### src/rtl/imem_boot_loader.sv
// Boot loader: LEN_LO, LEN_HI, 4*N payload bytes, XOR checksum byte.
// Ports: clk/rst_n/restart, s_valid/s_data/s_ready, imem_*, core_rst_n/busy/error.
module imem_boot_loader #(
  parameter int INST_MEMORY_ADDR_BUS_WIDTH = 16,
  parameter int INST_MEMORY_DATA_BUS_WIDTH = 32
) (
  input  logic                                  clk,
  input  logic                                  rst_n,
  input  logic                                  restart,
  input  logic                                  s_valid,
  input  logic [7:0]                            s_data,
  output logic                                  s_ready,
  output logic                                  imem_we,
  output logic [INST_MEMORY_ADDR_BUS_WIDTH-1:0] imem_addr,
  output logic [INST_MEMORY_DATA_BUS_WIDTH-1:0] imem_wdata,
  output logic                                  core_rst_n,
  output logic                                  busy,
  output logic                                  error
);

  localparam int AW = INST_MEMORY_ADDR_BUS_WIDTH;
  localparam int DW = INST_MEMORY_DATA_BUS_WIDTH;
  localparam int WW = AW - 2;

  typedef enum logic [2:0] {
    S_LEN_LO,
    S_LEN_HI,
    S_DATA,
    S_CHECK,
    S_DONE,
    S_ERROR
  } state_t;

  state_t state;
  state_t state_nx;

  logic          armed;
  logic [15:0]   len;
  logic [WW-1:0] word_idx;
  logic [1:0]    byte_idx;
  logic [23:0]   asm_q;
  logic [7:0]    csum;
  logic          we_q;
  logic [AW-1:0] addr_q;
  logic [DW-1:0] wdata_q;

  logic          in_load;
  logic          xfer;
  logic [15:0]   len_nx;
  logic [31:0]   max_words;
  logic          oversize;
  logic          last_word;
  logic [WW-1:0] word_one;

  assign in_load = (state == S_LEN_LO) ||
                   (state == S_LEN_HI) ||
                   (state == S_DATA)   ||
                   (state == S_CHECK);

  // armed keeps s_ready low while rst_n is held,
  // even though the state already reads LEN_LO.
  assign s_ready = armed & in_load;
  assign xfer    = s_valid & s_ready;

  assign len_nx    = {s_data, len[7:0]};
  assign max_words = 32'(1) << WW;
  assign oversize  = 32'(len_nx) > max_words;
  assign last_word = (32'(word_idx) + 32'd1)
                     == 32'(len);
  assign word_one  = {{(WW-1){1'b0}}, 1'b1};

  assign busy       = in_load;
  assign error      = (state == S_ERROR);
  assign core_rst_n = (state == S_DONE);
  assign imem_we    = we_q;
  assign imem_addr  = addr_q;
  assign imem_wdata = wdata_q;

  always_ff @(posedge clk or negedge rst_n) begin
    if (!rst_n) begin
      state <= S_LEN_LO;
    end else begin
      state <= state_nx;
    end
  end

  always_comb begin
    state_nx = state;
    if (restart) begin
      state_nx = S_LEN_LO;
    end else if (xfer) begin
      unique case (state)
        S_LEN_LO: state_nx = S_LEN_HI;
        S_LEN_HI: begin
          if (oversize) begin
            state_nx = S_ERROR;
          end else if (len_nx == 16'd0) begin
            state_nx = S_CHECK;
          end else begin
            state_nx = S_DATA;
          end
        end
        S_DATA: begin
          if (byte_idx == 2'd3 && last_word) begin
            state_nx = S_CHECK;
          end
        end
        S_CHECK: begin
          if (s_data == csum) begin
            state_nx = S_DONE;
          end else begin
            state_nx = S_ERROR;
          end
        end
        default: state_nx = state;
      endcase
    end
  end

  always_ff @(posedge clk or negedge rst_n) begin
    if (!rst_n) begin
      armed    <= 1'b0;
      len      <= '0;
      word_idx <= '0;
      byte_idx <= '0;
      asm_q    <= '0;
      csum     <= '0;
      we_q     <= 1'b0;
      addr_q   <= '0;
      wdata_q  <= '0;
    end else begin
      armed <= 1'b1;
      we_q  <= 1'b0;
      // A word completed just before restart has
      // already set we_q, so its write still lands.
      if (restart) begin
        len      <= '0;
        word_idx <= '0;
        byte_idx <= '0;
        asm_q    <= '0;
        csum     <= '0;
      end else if (xfer) begin
        unique case (state)
          S_LEN_LO: len[7:0] <= s_data;
          S_LEN_HI: begin
            len[15:8] <= s_data;
            word_idx  <= '0;
            byte_idx  <= '0;
          end
          S_DATA: begin
            csum     <= csum ^ s_data;
            byte_idx <= byte_idx + 2'd1;
            if (byte_idx == 2'd3) begin
              we_q     <= 1'b1;
              addr_q   <= {word_idx, 2'b00};
              wdata_q  <= DW'({s_data, asm_q});
              word_idx <= word_idx + word_one;
            end else begin
              asm_q[{byte_idx, 3'b000} +: 8]
                <= s_data;
            end
          end
          default: ;
        endcase
      end
    end
  end

endmodule

### config.mk
export PLATFORM = sky130hd
export DESIGN_NAME = imem_boot_loader
export DESIGN_NICKNAME = d
export VERILOG_FILES = /design/src/rtl/imem_boot_loader.sv
export SDC_FILE = /design/constraint.sdc
export NUM_CORES = 1
export LEC_CHECK = 0
export CAP_MARGIN = 20
export CORE_ASPECT_RATIO = 0.9
export CORE_UTILIZATION = 55
export CTS_CLUSTER_DIAMETER = 40
export DETAILED_ROUTE_END_ITERATION = 10
export PLACE_DENSITY = 0.79
export SLEW_MARGIN = 20
export SYNTH_ARGS = -nofsm -noshare
export SYNTH_HDL_FRONTEND = slang
export SYNTH_SLANG_ARGS = --single-unit
### constraint.sdc
create_clock -name clk -period 2.6 [get_ports clk]
set_clock_uncertainty 0.05 [all_clocks]
set_input_delay 0.26 -clock clk [delete_from_list [all_inputs] [get_ports clk]]
set_output_delay 0.26 -clock clk [all_outputs]
set_load 0.01 [all_outputs]
---- Word-level counts from Yosys, hierarchy flattened ----
Index checks and enable logic that the tools add are counted.
Widths: inputs -> output; s select.
operators by class
  bitwise operators ....................... 4
  order comparisons ....................... 1
  add/sub/neg operators ................... 4
  shift operators ......................... 2
  eq/ne operators ......................... 11
  mux-type cells .......................... 30
  reductions and logical operators ........ 20
operator list
  cell                    number
  $mux 24                 4
  $mux 14                 3
  $mux 8                  5
  $mux 16                 2
  $pmux 14 s2             1
  $bwmux 24               1
  $shift 8x7->24 const A  1
  $shiftx 8x7->24         1
  $eq 15x16->1            1
  $gt 16x15->1 const B    1
  $logic_not 16->1        1
  $add 14x1->15 const B   1
  $add 14x1->14 const B   1
  $mux 3                  4
  $pmux 3 s4              1
  $reduce_and 3->1        3
  $eq 8x8->1              1
  $reduce_and 2->1        4
  $reduce_bool 2->1       4
  $xor 8x8->8             1
  $neg 5->7               1
  $eq 3x2->1 const B      2
  $eq 3x3->1 const B      2
  $mux 1                  6
  other kinds (15)        20
storage, ports and cells
  word-level logic and storage cells ...... 83
  flip-flop bits (word level) ............. 115
  input bits .............................. 12
  output and inout port bits .............. 53

---- Depth between registers and ports, before layout ----
  depth in word-level cells ............... 8
  depth in mapped cells ................... 9
  gate-level depth less buffers ........... 7

---- Worst setup path before layout ----
No wires, ideal clock.
  path type ............................... reg2reg
  start point ............................. register word_idx[0]
  end point ............................... register state[0]
  cell stages (with the launch flop) ...... 8
  path buffers ............................ 0
  clock period less this slack ............ 2170 ps
  arrival ................................. 2028 ps
  slack ................................... 430 ps
  setup time .............................. 92 ps
  required time ........................... 2458 ps
  path through ............................ dfrtp_1 > ha_1 > nand3_1 > nor3_1 > xnor2_1 > o221ai_1 > or4b_1 > o31ai_2
between the ends
  longest elaborated chain between the ends .. 5
ends and longest elaborated chain
  item                        line  RTL
  from (decl)                 39    logic [WW-1:0] word_idx;
  from (signal assigned)      157   word_idx <= word_idx + word_one;
  $add 14x1->15               68    assign last_word = (32'(word_idx) + 32'd1)
  $eq 15x16->1                69    == 32'(len);
  $logic_and 1x1->1           104   if (byte_idx == 2'd3 && last_word) begin
  $ne 3x2->1 (no line)        n/a
  $reduce_and 3->1 (no line)  n/a
  to (signal assigned)        83    state <= state_nx;
  to (decl)                   34    state_t state;
No other way between the ends.
A chain may end at the register's enable or synchronous reset.

---- Worst setup path in the final report ----
  start point ............................. register state[0]
  end point ............................... output error
between the ends
  longest elaborated chain between the ends .. 1
ends and longest elaborated chain
  item        line  RTL
  $eq 3x3->1  73    assign error = (state == S_ERROR);
  to (decl)   18    output logic error
No other way between the ends.

==> summary.txt <==
Setup path
  • Critical Path End Type: output port
  • R2r startpoint: word_idx[1]
  • CP delay by family, top: simple AND/OR/NAND/NOR gates
  • CP startpoint: state[0]
  • Critical path type: flip-flop to output port
  • Critical-path top delay cell: clkdlybuf4s50_1
  • CP max FO: 10
  • Startpoint types: flip-flop
  • Buf+Inv Stages, Crit Path: 1
  • Req. time, crit path: 2.29 ns
  • Crit path DAT: 2.12 ns
  • Crit path cell chain: nor2b_1 > and2_1 > clkdlybuf4s50_1
  • Max incr delay on CP: ~0.53 ns

STA
  • Relative slew margins: between 50% and 60%
  • RSZ-0062 raised after global routing: false
  • Max Fclk: roughly 410 MHz
  • Setup TNS: 0 ns
  • Final period utilization: 93.4%
  • Final setup fails: 0
  • Min cycle time layout: roughly 2.4 ns
  • Fin. Hold Viols: 0
  • Worst setup margin: ~0.17 ns
  • Slew @ Worst Pin: 0.692 ns
  • Final-report max-slew violation count: 0

Synthesis
  • Yosys warns: 0
  • Primary FF master, synth: dfrtp_1
  • Asr flop ratio synth: 100%
  • Post-synth EDFFs: 0
  • Post-synthesis cell count: 601
  • Distinct cells, synth: 51
  • Synth area leader: dfrtp_1
  • Cell Area, Synth: about 5400 sq um
  • Syn Area/Cell: between 9 and 10 sq um
  • Synth area leaders: dfrtp_1, nand2_1, xnor2_1
  • Yosys reg bits: between 100 and 150
  • Synth top area share: a little over half
  • Sequential cell area fraction in the yosys report: 53.1%

Job
  • Number of max-cap violations: 0

Floorplanning
  • I/O Pins: between 60 and 70
  • Starting density of the core: 56.4%
  • Rows: 34
  • DIE WIDTH: roughly 110 um
  • Die Ht: slightly below 100 um
  • Core ar.: just under 10000 sq um
  • Die Area: approximately 10000 sq um

Clock network
  • CTS H-tree depth: 4
  • CTS root buf: clkbuf_8
  • Num Clock Sinks: 115
  • Worst skew pair latency: 0.51 ns
  • Post-CTS Repair Setup Buffers: 0
  • Reg clk slew, reported paths: ~0.06 ns
  • Max clock buf depth: 2
  • Number of CTS-inserted buffers: 17
  • CTS tree: done

Power
  • PwrDens: 622 nW/um^2
  • Peak VDD IR: around 0.50 mV
  • Leak: between 3 and 4 nW

Global route
  • Largest net degree at the start of global routing: 53
  • Vias in the first global route: about 4300
  • Total gr overflow: 0
  • First-pass GRT wire length: between 20 and 25 mm
  • Initial antenna violation count: 0
  • GRT Util Overall: between 20% and 30%

Placed design
  • Post-Place Setup Slack: 0.0293 ns
  • DP HPWL: between 8 and 9 mm
  • Port buffer count: between 60 and 70
  • Placer Congestion: between 0.9 and 1

Layout
  • Filler Cell Count: between 700 and 800
  • Diodes inserted: 0
  • Layout area overhead: 26.2%
  • Nets: 691
  • Multi-input combinational cell area: 2370 sq um
  • Sequential standard cell area: around 2900 sq um
  • Share of layout cells above drive strength 1: between 10% and 20%

Status
  • Failing checks: design-rule violations
  • Status: complete, but fails checks

Route
  • Wirelength per Cell: ~16 um
  • Initial DRT Pass Iterations: 8
  • Antenna Nets Post-Route: 0
  • DR vias: approximately 4500
  • Routed Wire Length: 12.8 mm
  • DR vias/cell: 5.58
  • Iteration-0 DRC Markers: between 200 and 300
  • DRC errors left: 2

Worst hold path
  • Worst min path class: primary input to asynchronous set/reset pin
metal layers:
layer / wire, um / GRT usage (%) / share of wire [%]
met2: 6240 / 43.9 / 49
met5: 0 / 0 / 0
met1: 5680 / 35.7 / 44
met4: 202 / 9.93 / 1.6
met3: 721 / 6.70 / 5.6
worst paths after layout:
check | end | slack (ns) | cells after the start
max in group asynchronous | imem_addr[8] | 1.54 | 3
setup / recovery | error | 0.17 | 3
hold reg to reg | imem_wdata[10] | 0.41 | 2
setup reg to reg | state[0] | 0.18 | 7
min in group clk | imem_wdata[10] | 0.41 | 2
hold / removal | imem_wdata[13] | 0.24 | 2
placed cells by master, fill, tap and decap left out, types with 9 or more instances in the layout:
cell             count
buf_4               26
clkbuf_16           16
clkdlybuf4s50_1     61
dfrtp_1            115
mux2i_1              9
nand2_1            207
nor2_1              42
o21ai_1             32
o31ai_1             22
xnor2_1             20
xor2_1              16
what timing repair did:
action,in CTS,in global routing
hold buffers,1,0
hold endpoints to repair,46,0
gates resized for setup,0,0
metrics by stage:
stage,hold slack [ns],util (%),std cells,cell area [sq um],total power [mW]
global placement,0.253,65.2,780,6270,2.10
floorplan,-0.0856,-,602,5430,1.99
CTS,0.257,71.1,813,6840,4.29
finish,0.244,71.2,813,6840,4.26
detailed placement,0.263,65.2,780,6270,2.11
global route,0.299,71.2,813,6840,4.41
worst register-to-register path: cells and delay by family (launching register included):
kind,cells,cell delay (ns)
flops,1,0.43
compound gates,2,0.33
xor+xnor,1,0.16
simple gates,3,1.07
fa+ha+maj,1,0.29
report_power, final:
| part | internal, mW | switching (mW) | total, mW |
|---|---|---|---|
| logic | 0.0908 | 0.149 | 0.240 |
| registers | 1.82 | 0.0269 | 1.85 |
| clock network | 1.29 | 0.882 | 2.17 |
| total | 3.20 | 1.06 | 4.26 |
cell families (layout without fill, tap and decap cells):
| family | after synthesis | count (layout) | share of synthesized area, % |
|---|---|---|---|
| DFF | 115 | 115 | 53.1 |
| muxes | 9 | 9 | 1.66 |
| buffers and inverters | 43 | 128 | 3.51 |
| other | 2 | 3 | 0.138 |
| xor gates and xnor gates | 36 | 36 | 5.81 |
| adders and majority gates | 5 | 5 | 1.15 |
| and+or+nand+nor | 304 | 304 | 24.2 |
| AOI/OAI and AO/OA | 87 | 87 | 10.5 |
flip-flops by register name, summed over array words and instances (netlist names):
name        flops
csum            8
imem_wdata     32
imem_addr      14
imem_we         1
byte_idx        2
asm_q          24
len            16
state           3
word_idx       14
armed           1
area by class of cell:
type	count	share of cell area (%)
Inverter	6	0.329
Multi-Input combinational cell	444	34.6
Clock inverter	15	2.12
Sequential cell	115	42.1
Clock buffer	17	6.05
Timing Repair Buffer	90	12.5
Tap cell	126	2.30
cell usage after synthesis (2+ instances only):
cell and n:
a21oi_1 5, a21oi_2 3, a22oi_1 3, and2_1 2, and3_1 5, buf_2 17
buf_4 2, clkbuf_1 18, conb_1 2, dfrtp_1 115, ha_1 5, inv_1 5
mux2i_1 9, nand2_1 208, nand2b_1 8, nand3_1 7, nand4_1 5, nor2_1 42
nor2b_1 6, nor3_1 5, nor4_1 4, o2111ai_1 2, o21ai_0 7, o21ai_1 32
o221ai_1 2, o31ai_1 22, o41ai_1 2, xnor2_1 20, xor2_1 16
(Power assumes the default switching activity.)
